### config.mk
export PLATFORM = sky130hd
export DESIGN_NAME = bcd_display_converter
export DESIGN_NICKNAME = d
export VERILOG_FILES = /design/src/rtl/bcd_display_converter.sv
export SDC_FILE = /design/constraint.sdc
export NUM_CORES = 1
export LEC_CHECK = 0
export CAP_MARGIN = 10
export CORE_MARGIN = 1.5
export CORE_UTILIZATION = 41
export CTS_CLUSTER_SIZE = 20
export DETAILED_ROUTE_END_ITERATION = 12
export PLACE_DENSITY = 0.67
export SYNTH_ARGS = -nofsm -noshare
export SYNTH_HDL_FRONTEND = slang
export SYNTH_SLANG_ARGS = --single-unit
### constraint.sdc
create_clock -name clk -period 3.89 [get_ports clk]
set_clock_uncertainty 0.1 [all_clocks]
set_input_delay 1.167 -clock clk [delete_from_list [all_inputs] [get_ports clk]]
set_output_delay 1.167 -clock clk [all_outputs]
set_load 0.05 [all_outputs]
### src/rtl/bcd_display_converter.sv
// Sequential binary-to-BCD converter (shift-and-add-3, one bit per clock) with
// leading-zero blank flags; bcd/blank are held until the next conversion completes.
module bcd_display_converter #(
  parameter int WIDTH  = 16,
  parameter int DIGITS = 6
) (
  input  logic                  clk,
  input  logic                  reset,
  input  logic                  start,
  input  logic [WIDTH-1:0]      bin,
  output logic                  busy,
  output logic                  done,
  output logic [4*DIGITS-1:0]   bcd,
  output logic [DIGITS-1:0]     blank
);

  localparam int BW = 4 * DIGITS;
  localparam int CW = $clog2(WIDTH + 1);
  localparam logic [CW-1:0]     CNT_LOAD  = CW'(WIDTH);
  localparam logic [CW-1:0]     CNT_ONE   = CW'(1);
  localparam logic [DIGITS-1:0] BLANK_RST = {{(DIGITS-1){1'b1}}, 1'b0};

  typedef enum logic [1:0] {
    IDLE  = 2'd0,
    SHIFT = 2'd1,
    DONE  = 2'd2
  } state_t;

  state_t              state_r;
  state_t              next_state_s;
  logic [CW-1:0]       count_r;
  logic [WIDTH-1:0]    shift_r;
  logic [BW-1:0]       scratch_r;
  logic [BW-1:0]       adj_s;
  logic [BW-1:0]       scratch_next_s;
  logic [WIDTH-1:0]    shift_next_s;
  logic                busy_r;
  logic                done_r;
  logic [BW-1:0]       bcd_r;
  logic [DIGITS-1:0]   blank_r;

  function automatic logic [BW-1:0] add3_all(input logic [BW-1:0] s);
    logic [BW-1:0] r;
    r = s;
    for (int i = 0; i < DIGITS; i++) begin
      if (s[4*i +: 4] >= 4'd5) begin
        r[4*i +: 4] = s[4*i +: 4] + 4'd3;
      end else begin
        r[4*i +: 4] = s[4*i +: 4];
      end
    end
    return r;
  endfunction

  // Digit i (i >= 1) blanks only when it and every more significant digit are zero.
  function automatic logic [DIGITS-1:0] blank_flags(input logic [BW-1:0] s);
    logic [DIGITS-1:0] b;
    logic              upper_zero;
    b          = '0;
    upper_zero = 1'b1;
    for (int i = DIGITS - 1; i >= 1; i--) begin
      upper_zero = upper_zero & (s[4*i +: 4] == 4'd0);
      b[i]       = upper_zero;
    end
    b[0] = 1'b0;
    return b;
  endfunction

  // One double-dabble step: correct digits, then shift the combined register left.
  always_comb begin
    adj_s          = add3_all(scratch_r);
    scratch_next_s = {adj_s[BW-2:0], shift_r[WIDTH-1]};
    shift_next_s   = {shift_r[WIDTH-2:0], 1'b0};
  end

  // Next-state decode.
  always_comb begin
    next_state_s = state_r;
    case (state_r)
      IDLE: begin
        if (start) next_state_s = SHIFT;
        else       next_state_s = IDLE;
      end
      SHIFT: begin
        if (count_r == CNT_ONE) next_state_s = DONE;
        else                    next_state_s = SHIFT;
      end
      DONE:    next_state_s = IDLE;
      default: next_state_s = IDLE;
    endcase
  end

  // State, datapath and registered outputs.
  always_ff @(posedge clk or posedge reset) begin
    if (reset) begin
      state_r   <= IDLE;
      count_r   <= '0;
      shift_r   <= '0;
      scratch_r <= '0;
      busy_r    <= 1'b0;
      done_r    <= 1'b0;
      bcd_r     <= '0;
      blank_r   <= BLANK_RST;
    end else begin
      state_r <= next_state_s;
      busy_r  <= (next_state_s != IDLE);
      done_r  <= (state_r == DONE);
      case (state_r)
        IDLE: begin
          if (start) begin
            shift_r   <= bin;
            scratch_r <= '0;
            count_r   <= CNT_LOAD;
          end
        end
        SHIFT: begin
          shift_r   <= shift_next_s;
          scratch_r <= scratch_next_s;
          count_r   <= count_r - CNT_ONE;
        end
        DONE: begin
          bcd_r   <= scratch_r;
          blank_r <= blank_flags(scratch_r);
        end
        default: begin
          count_r <= '0;
        end
      endcase
    end
  end

  assign busy  = busy_r;
  assign done  = done_r;
  assign bcd   = bcd_r;
  assign blank = blank_r;

endmodule

==> impl_metrics.tcl <==
set metrics [dict create \
    finalHoldViolCount 0 \
    path_cells "clkdlybuf4s50_1" \
    cts_setup_buffers 0 \
    yosysSeqAreaShare_pct 53.8 \
    port-buffer-count 49 \
    min_period_ns 2.95 \
    netlist_area_sq_mm 0.00364 \
    routed-wl-met2_um 3200 \
    critPathMaxStageDelay_ns 0.79 \
    grt_pass1_vias 2652 \
    wl_per_cell_um 14.2 \
    post_cts_resized 0 \
    route.met3.wl_um 346 \
    path_buf_inv 1 \
    grt_start_max_net_pins 45 \
    drt_pass1_iterations 4 \
    drc_errors 0 \
    hold_class "reg -> reg" \
    final_cell_mix "nand2_1 (75), dfrtp_1 (73), clkdlybuf4s50_1 (49)" \
    p_total_mw 3.54 \
    final_nets 437 \
    end_kind "output port" \
    fillerInstances 824 \
    cts_tree "yes" \
    syn_nets 391 \
    period_share_pct 75.7 \
    powerDensity_mw_per_mm2 806 \
    die_h_um 97.3 \
    ys.flop_type "dfrtp_1" \
    rsz0062_at_grt "false" \
    wl_um 7280 \
    drive_above_1_share_pct 7.16 \
    dpl-instance-area_sq_mm 0.00423 \
    critical_path.top_delay_family "buffers and inverters" \
    initial_utilization_pct 42.0 \
    place_congestion 0.828 \
    worstMarginPinSlew_ns 0.904 \
    diodes 0 \
    cts.clk_slew.worst_paths_ns 0.07 \
    cp_slowest_cell "clkdlybuf4s50_1" \
    start_kind "register" \
    fin_tns_setup_ns 0 \
    ioPinCount 51 \
    num_vias 2655 \
    p_leak_nw 2.02 \
    drtIter0Drc 93 \
    areaGrowthSynthToFinish_pct 20.5 \
    final_common_cell "nand2_1" \
    h-tree-depth 3 \
    syn_avg_cell_area_sq_um 10.3 \
    layout_setup_ws_ns 0.944 \
    fp.dieW_um 97.3 \
    ys_warn_count 0 \
    synthCells 354 \
    reg2reg_slack_ns 1.71 \
    core_sq_mm 0.00868 \
    max_cap_violations 0 \
    setup_viol 0 \
    clk_latency_ns 0.35 \
    synth_edf_count 0 \
    final_area_sq_mm 0.00439 \
    root_buffer "clkbuf_8" \
    cp.arrival_ns 1.68 \
    antenna_left 0 \
    critPathRequiredTime_ns 2.62 \
    vias_per_cell 5.18 \
    fin_cells 513 \
    crit_fanout 2 \
    dp.cells 497 \
    die_area_sq_mm 0.00946 \
    cts_buffers 9 \
    rows 34 \
    top_layer "met4" \
    status "finished clean" \
    hpwl_um 4930 \
    clockBufferDepth 2 \
    ys_ff_latch 78 \
    fmax_ghz 0.339 \
    crit_type "reg -> out" \
    postLayoutCoreUtil_pct 50.6 \
    hold-worst-slack_ns 0.359 \
    drv_slew 0 \
    netlist-cell-type-count 36 \
    pre_cts_ws_ns 0.618 \
    gr-total-overflow 0 \
    async_flop_share_pct 100 \
    relSlewSlack_pct 39.7 \
    cts_hold_buf 0 \
    grt_pass1_wl_um 12700 \
    grtUsageTotal_pct 16.6 \
    antenna_found_initial 0 \
    m1WireLength_um 3620 \
    max-vdd-ir-drop_mv 0.310 \
    cts.sinks 78 \
]
cell usage after synthesis (7+ instances only):
master    instances  share of area (%)
nand2_1          75                7.7
o22ai_1          12                2.1
nand2b_1         10                1.7
xnor2_1           8                1.9
inv_1            16                1.6
mux2i_1          21                5.8
clkbuf_1         11                1.1
dfrtp_1          73                 50
a22o_1            7                1.7
ha_1             18                6.2
o21ai_0          38                5.2
a21oi_1          11                1.5
cell type report:
class / count / area [sq um] / share of cell area, %
multi-input cells: 241 / 1540 / 35.0
inverters: 17 / 63.8 / 1.45
flip-flops and latches: 78 / 1960 / 44.6
repair buffers: 53 / 533 / 12.1
clock inverters: 2 / 10.0 / 0.228
well taps: 108 / 135 / 3.08
clock buffers: 14 / 153 / 3.48
path summary, 6_finish.rpt:
check,cells past startpoint,endpoint,from
min in group asynchronous,2,shift_r[9],reset
worst min register to register,2,blank[5],blank[5]
worst min-delay path,2,blank[5],blank[5]
worst max register to register,5,scratch_r[11],state_r[0]
worst max-delay path,1,blank[4],blank[4]
max in group asynchronous,3,scratch_r[14],reset
flip-flops by register name (all words and copies together), names as in the netlist:
register   flops
bcd           24
busy           1
blank          5
scratch_r     24
state_r        2
done           1
shift_r       16
count_r        5
routing by layer:
| metal | global-route usage, % | up-vias |
|---|---|---|
| li1 | - | 1303 |
| met1 | 23.5 | 1281 |
| met2 | 24.8 | 59 |
| met3 | 4.53 | 12 |
| met4 | 5.60 | 0 |
| met5 | 0 | - |
cell families after synthesis:
logic type | Yosys count | synth area share [%]
xor+xnor | 9 | 2.16
compound gates | 85 | 14.4
flops | 78 | 53.8
buf+inv | 35 | 4.23
fa+ha+maj | 18 | 6.18
other cells | 1 | 0.103
mux | 21 | 5.77
simple gates | 107 | 13.4
where the power goes:
part / internal (mW) / switching [mW] / total [mW] / leakage (nW)
registers: 1.12 / 0.243 / 1.36 / 1.00
logic: 0.664 / 0.975 / 1.64 / 0.941
clock network: 0.249 / 0.284 / 0.533 / 0.0844
Note: power is estimated with default switching activity, not from simulation.
==> edit 1, RTL diff (same flow settings) <==
The 3 states of `state_t` get a one-hot encoding in 3 bits.
--- a/src/rtl/bcd_display_converter.sv
+++ b/src/rtl/bcd_display_converter.sv
@@ -22,6 +22,6 @@
 
-  typedef enum logic [1:0] {
-    IDLE  = 2'd0,
-    SHIFT = 2'd1,
-    DONE  = 2'd2
+  typedef enum logic [2:0] {
+    IDLE  = 3'b001,
+    SHIFT = 3'b010,
+    DONE  = 3'b100
   } state_t;
Check against the original RTL: same outputs for any inputs over 10 cycles, from zero or initial values and one cycle with reset high; not proved beyond that.
==> edit 1 against the original RTL <==
- sequential cell count up 1
- maximum frequency increased by 0.11%
- total power is 28% lower
- synthesized area about the same
- largest power group is now sequential cells
- sequential share of layout area increased by 0.52 points
- worst setup slack better by 3.3 ps
- final area is 0.17% higher
- wire length is 2.3% lower
- hold slack gained 5.5 ps
==> edit 1: results <==
{
  "status": "complete, no violations",
  "stdcell_count": 527,
  "wl_met2_mm": 3.29,
  "cts_sinks": 79,
  "synth_cell_types": 35,
  "syn_inst": 368,
  "dr_wl_met3_um": 289,
  "groute.usage.overall_pct": 15.8,
  "drive_gt1_share_pct": 7.16,
  "buf_share_pct": 12.1,
  "nClkBuffers": 13,
  "dp_hpwl_mm": 4.96,
  "multi_input_cells": 253,
  "syn_nets": 405,
  "placed_area_um2": 4210,
  "nonClockInverterCount": 18,
  "gp_congestion": 0.787,
  "viasPerCell": 5.13,
  "relSlewSlack_pct": 40.6,
  "grtUsageMet1_pct": 21.2,
  "fillers": 808,
  "grt_use_met3_pct": 3.53,
  "sh_seq_area_pct": 45.1,
  "power.switching_w": 0.000932,
  "synth_area_leaders": "dfrtp_1 50%, nand2_1 6.5%, ha_1 6.2%, o22ai_1 4.5%, dfstp_2 4.3%",
  "syn_to_final_growth_pct": 20.7,
  "drt-met1-wl_mm": 3.44,
  "multi_input_area_um2": 1480,
  "ys_top_cells_by_count": "73 x dfrtp_1, 63 x nand2_1, 40 x nor2_1",
  "dp_cells": 511,
  "power_leakage_nw": 1.96,
  "drtIter0Drc": 144,
  "grt_max_degree": 47,
  "pre_cts_slack_ps": 959,
  "ir_drop_v": 0.000246
}
edit 1: cell families after synthesis:
kind of cell | Yosys count | share of synthesized area (%)
and+or+nand+nor | 132 | 15.9
AOI/OAI and AO/OA | 87 | 14.8
DFF | 79 | 54.5
buffers and inverters | 36 | 4.74
adders and majority gates | 18 | 6.19
xor gates and xnor gates | 9 | 2.17
muxes | 6 | 1.65
other | 1 | 0.103
edit 1: power by group through the flow:
stage               Sequential [W]  Clock, W  Combinational, W
finish                     0.00115  0.000574          0.000826
global route               0.00118  0.000629          0.000932
CTS                        0.00115  0.000589          0.000837
detailed placement         0.00116         0          0.000835
global placement           0.00116         0          0.000812
floorplan                  0.00120         0          0.000606
edit 1: worst paths after layout:
path,from,end,slack [ps],depth (start not counted)
worst max-delay path,blank[5],blank[5],950,1
worst min-delay path,blank[5],blank[5],360,2
worst max register to register,state_r[0],scratch_r[23],1890,5
worst min register to register,blank[5],blank[5],360,2
max in group asynchronous,reset,bcd[3],1770,4
min in group asynchronous,reset,shift_r[3],1110,2
==> edit 2, RTL diff (same flow settings) <==
Made on the original files. The parameter `WIDTH` goes from 16 to 8.
--- a/src/rtl/bcd_display_converter.sv
+++ b/src/rtl/bcd_display_converter.sv
@@ -3,3 +3,3 @@
 module bcd_display_converter #(
-  parameter int WIDTH  = 16,
+  parameter int WIDTH  = 8,
   parameter int DIGITS = 6
Interface: changed (resized bin); port bits go from 51 to 43. The function was not compared with the original's and may differ.
==> edit 2 against the original RTL <==
- non-clock buffer count shrank 10
- first-iteration DRC count grew 24%
- total power grew 1.6%
- worst setup slack gained 11 ps
- final area shrank 11%
- sequential power shrank 9%
- wire length shrank 19%
- sequential cell count shrank 9
- synthesized area shrank 12%
- critical endpoint is now blank[3]
- largest cell class unchanged
- largest power group unchanged
- highest routed layer unchanged
==> edit 2: results <==
{
  "status": "complete, no violations",
  "grt_max_degree": 44,
  "ir_drop_v": 0.000318,
  "antenna_found_initial": 0,
  "critPathArrivalTime_ps": 1670,
  "clock_latency_ps": 350,
  "cts_made_buffers": 9,
  "ctsResizeCount": 0,
  "drtIter0Drc": 115,
  "grt_pass1_wl_mm": 10.3,
  "drive_gt1_share_pct": 12.2,
  "stdcell_count": 439,
  "top_layer_used": "met4",
  "synth_cell_types": 33,
  "r2r-end": "scratch_r[19]",
  "reg2regPathDepth": 5,
  "hold_start": "blank[2]",
  "drt-met1-wl_mm": 2.84,
  "viasPerCell": 5.15,
  "cts.reportedPaths.clkPinSlew_ps": 80,
  "ys_async_sr_fraction_pct": 100,
  "totalWireLength_mm": 5.89,
  "syn_inst": 292,
  "gp_congestion": 0.805,
  "power.switching_w": 0.00153,
  "groute.usage.overall_pct": 15.5,
  "post_cts_buffers": 0,
  "power_leakage_nw": 1.77,
  "h-tree-depth": 3,
  "fin_nets": 361,
  "root_buffer": "clkbuf_8",
  "synthFlopType": "dfrtp_1",
  "slowest_stage": "clkdlybuf4s50_1",
  "dp_hpwl_mm": 3.91,
  "reg2reg_from": "state_r[1]",
  "rrSetupSlack_ps": 2050,
  "crit_family": "buffers and inverters",
  "tightest_slew_ps": 654,
  "wl_met2_mm": 2.71,
  "io_buffers": 41,
  "dr_wl_met3_um": 235,
  "fillers": 698,
  "grt_pass1_vias": 2197,
  "yosysSeqAreaShare_pct": 53.8,
  "n_antenna_cell": 0,
  "crit_fanout": 2,
  "layout_commonest_cell": "dfrtp_1",
  "ys_warn_count": 0,
  "min_path_cells": 2,
  "synth_area_leaders": "dfrtp_1 50%, ha_1 7.0%, mux2_2 4.2%, dfstp_2 4.1%, nand2_1 4.1%",
  "syn_nets": 321,
  "hp-class": "flip-flop to flip-flop",
  "cts.path.max_buffers": 2,
  "whs_endpoint": "blank[2]",
  "dp_cells": 423,
  "ys_top_cells_by_count": "64 x dfrtp_1, 35 x nand2_1, 23 x o21ai_0",
  "cpPeakStageDelay_ps": 790
}
-- edit 2: cell types whose count changed in the layout (fill, tap and decap cells not counted), sizes merged, moves of 8 or more --
cell	change
clkdlybuf4s50	-8
dfrtp	-9
mux2	+12
mux2i	-15
nand2	-39
o21ai	-14
-- edit 2: power by group through the flow --
stage	registers (W)	logic [W]	clock network, W
6_report	0.00124	0.00173	0.000620
3_5_place_dp	0.00126	0.00174	0
2_1_floorplan	0.00158	0.000948	0
4_1_cts	0.00124	0.00174	0.000630
5_1_grt	0.00129	0.00191	0.000660
3_3_place_gp	0.00125	0.00169	0
-- edit 2: worst max path at each step --
stage / cells after the start / slack [ps] / end / start
final: 1 / 950 / blank[3] / blank[3]
after global routing: 1 / 910 / blank[5] / blank[5]
after CTS: 1 / 940 / blank[3] / blank[3]
after detailed placement: 5 / 970 / scratch_r[19] / start
after global placement: 5 / 1020 / scratch_r[19] / start
after floorplan: 1 / 890 / bcd[0] / reset
-- edit 2: layout make-up --
class	count	area [um2]	area share [%]
clock buffer	11	131	3.36
clock inverter	5	75.1	1.92
inverter	19	71.3	1.82
multi-input combinational	190	1340	34.2
sequential	69	1730	44.3
tap	102	128	3.26
timing repair buffer	43	438	11.2
-- edit 2: kinds of logic after synthesis --
logic type | synth area share [%]
xor gates and xnor gates | 1.90
other | 0.116
buffers and inverters | 4.66
adders and majority gates | 6.99
and+or+nand+nor | 10.6
AOI/OAI and AO/OA | 15.8
muxes | 6.06
DFF | 53.8
-- edit 2: tightest hold or removal path: cells and delay by family (launching register included) --
kind	cells	cell delay, ps
simple gates	2	90
flops	1	370
-- edit 2: through the flow --
| stage | hold slack [ps] | worst slack (ps) | area (um2) | power, W |
|---|---|---|---|---|
| finish | 360 | 955 | 3920 | 0.00359 |
| global route | 388 | 906 | 3920 | 0.00386 |
| CTS | 365 | 935 | 3920 | 0.00362 |
| detailed placement | 353 | 965 | 3710 | 0.00299 |
| global placement | 349 | 1020 | 3710 | 0.00294 |
| floorplan | 351 | 891 | 3220 | 0.00253 |
-- edit 2: layer usage --
metal	global-route usage, %	up-vias
met1	20.5	1097
li1	-	1106
met3	2.82	11
met2	24.2	48
met4	8.46	0
met5	0	-
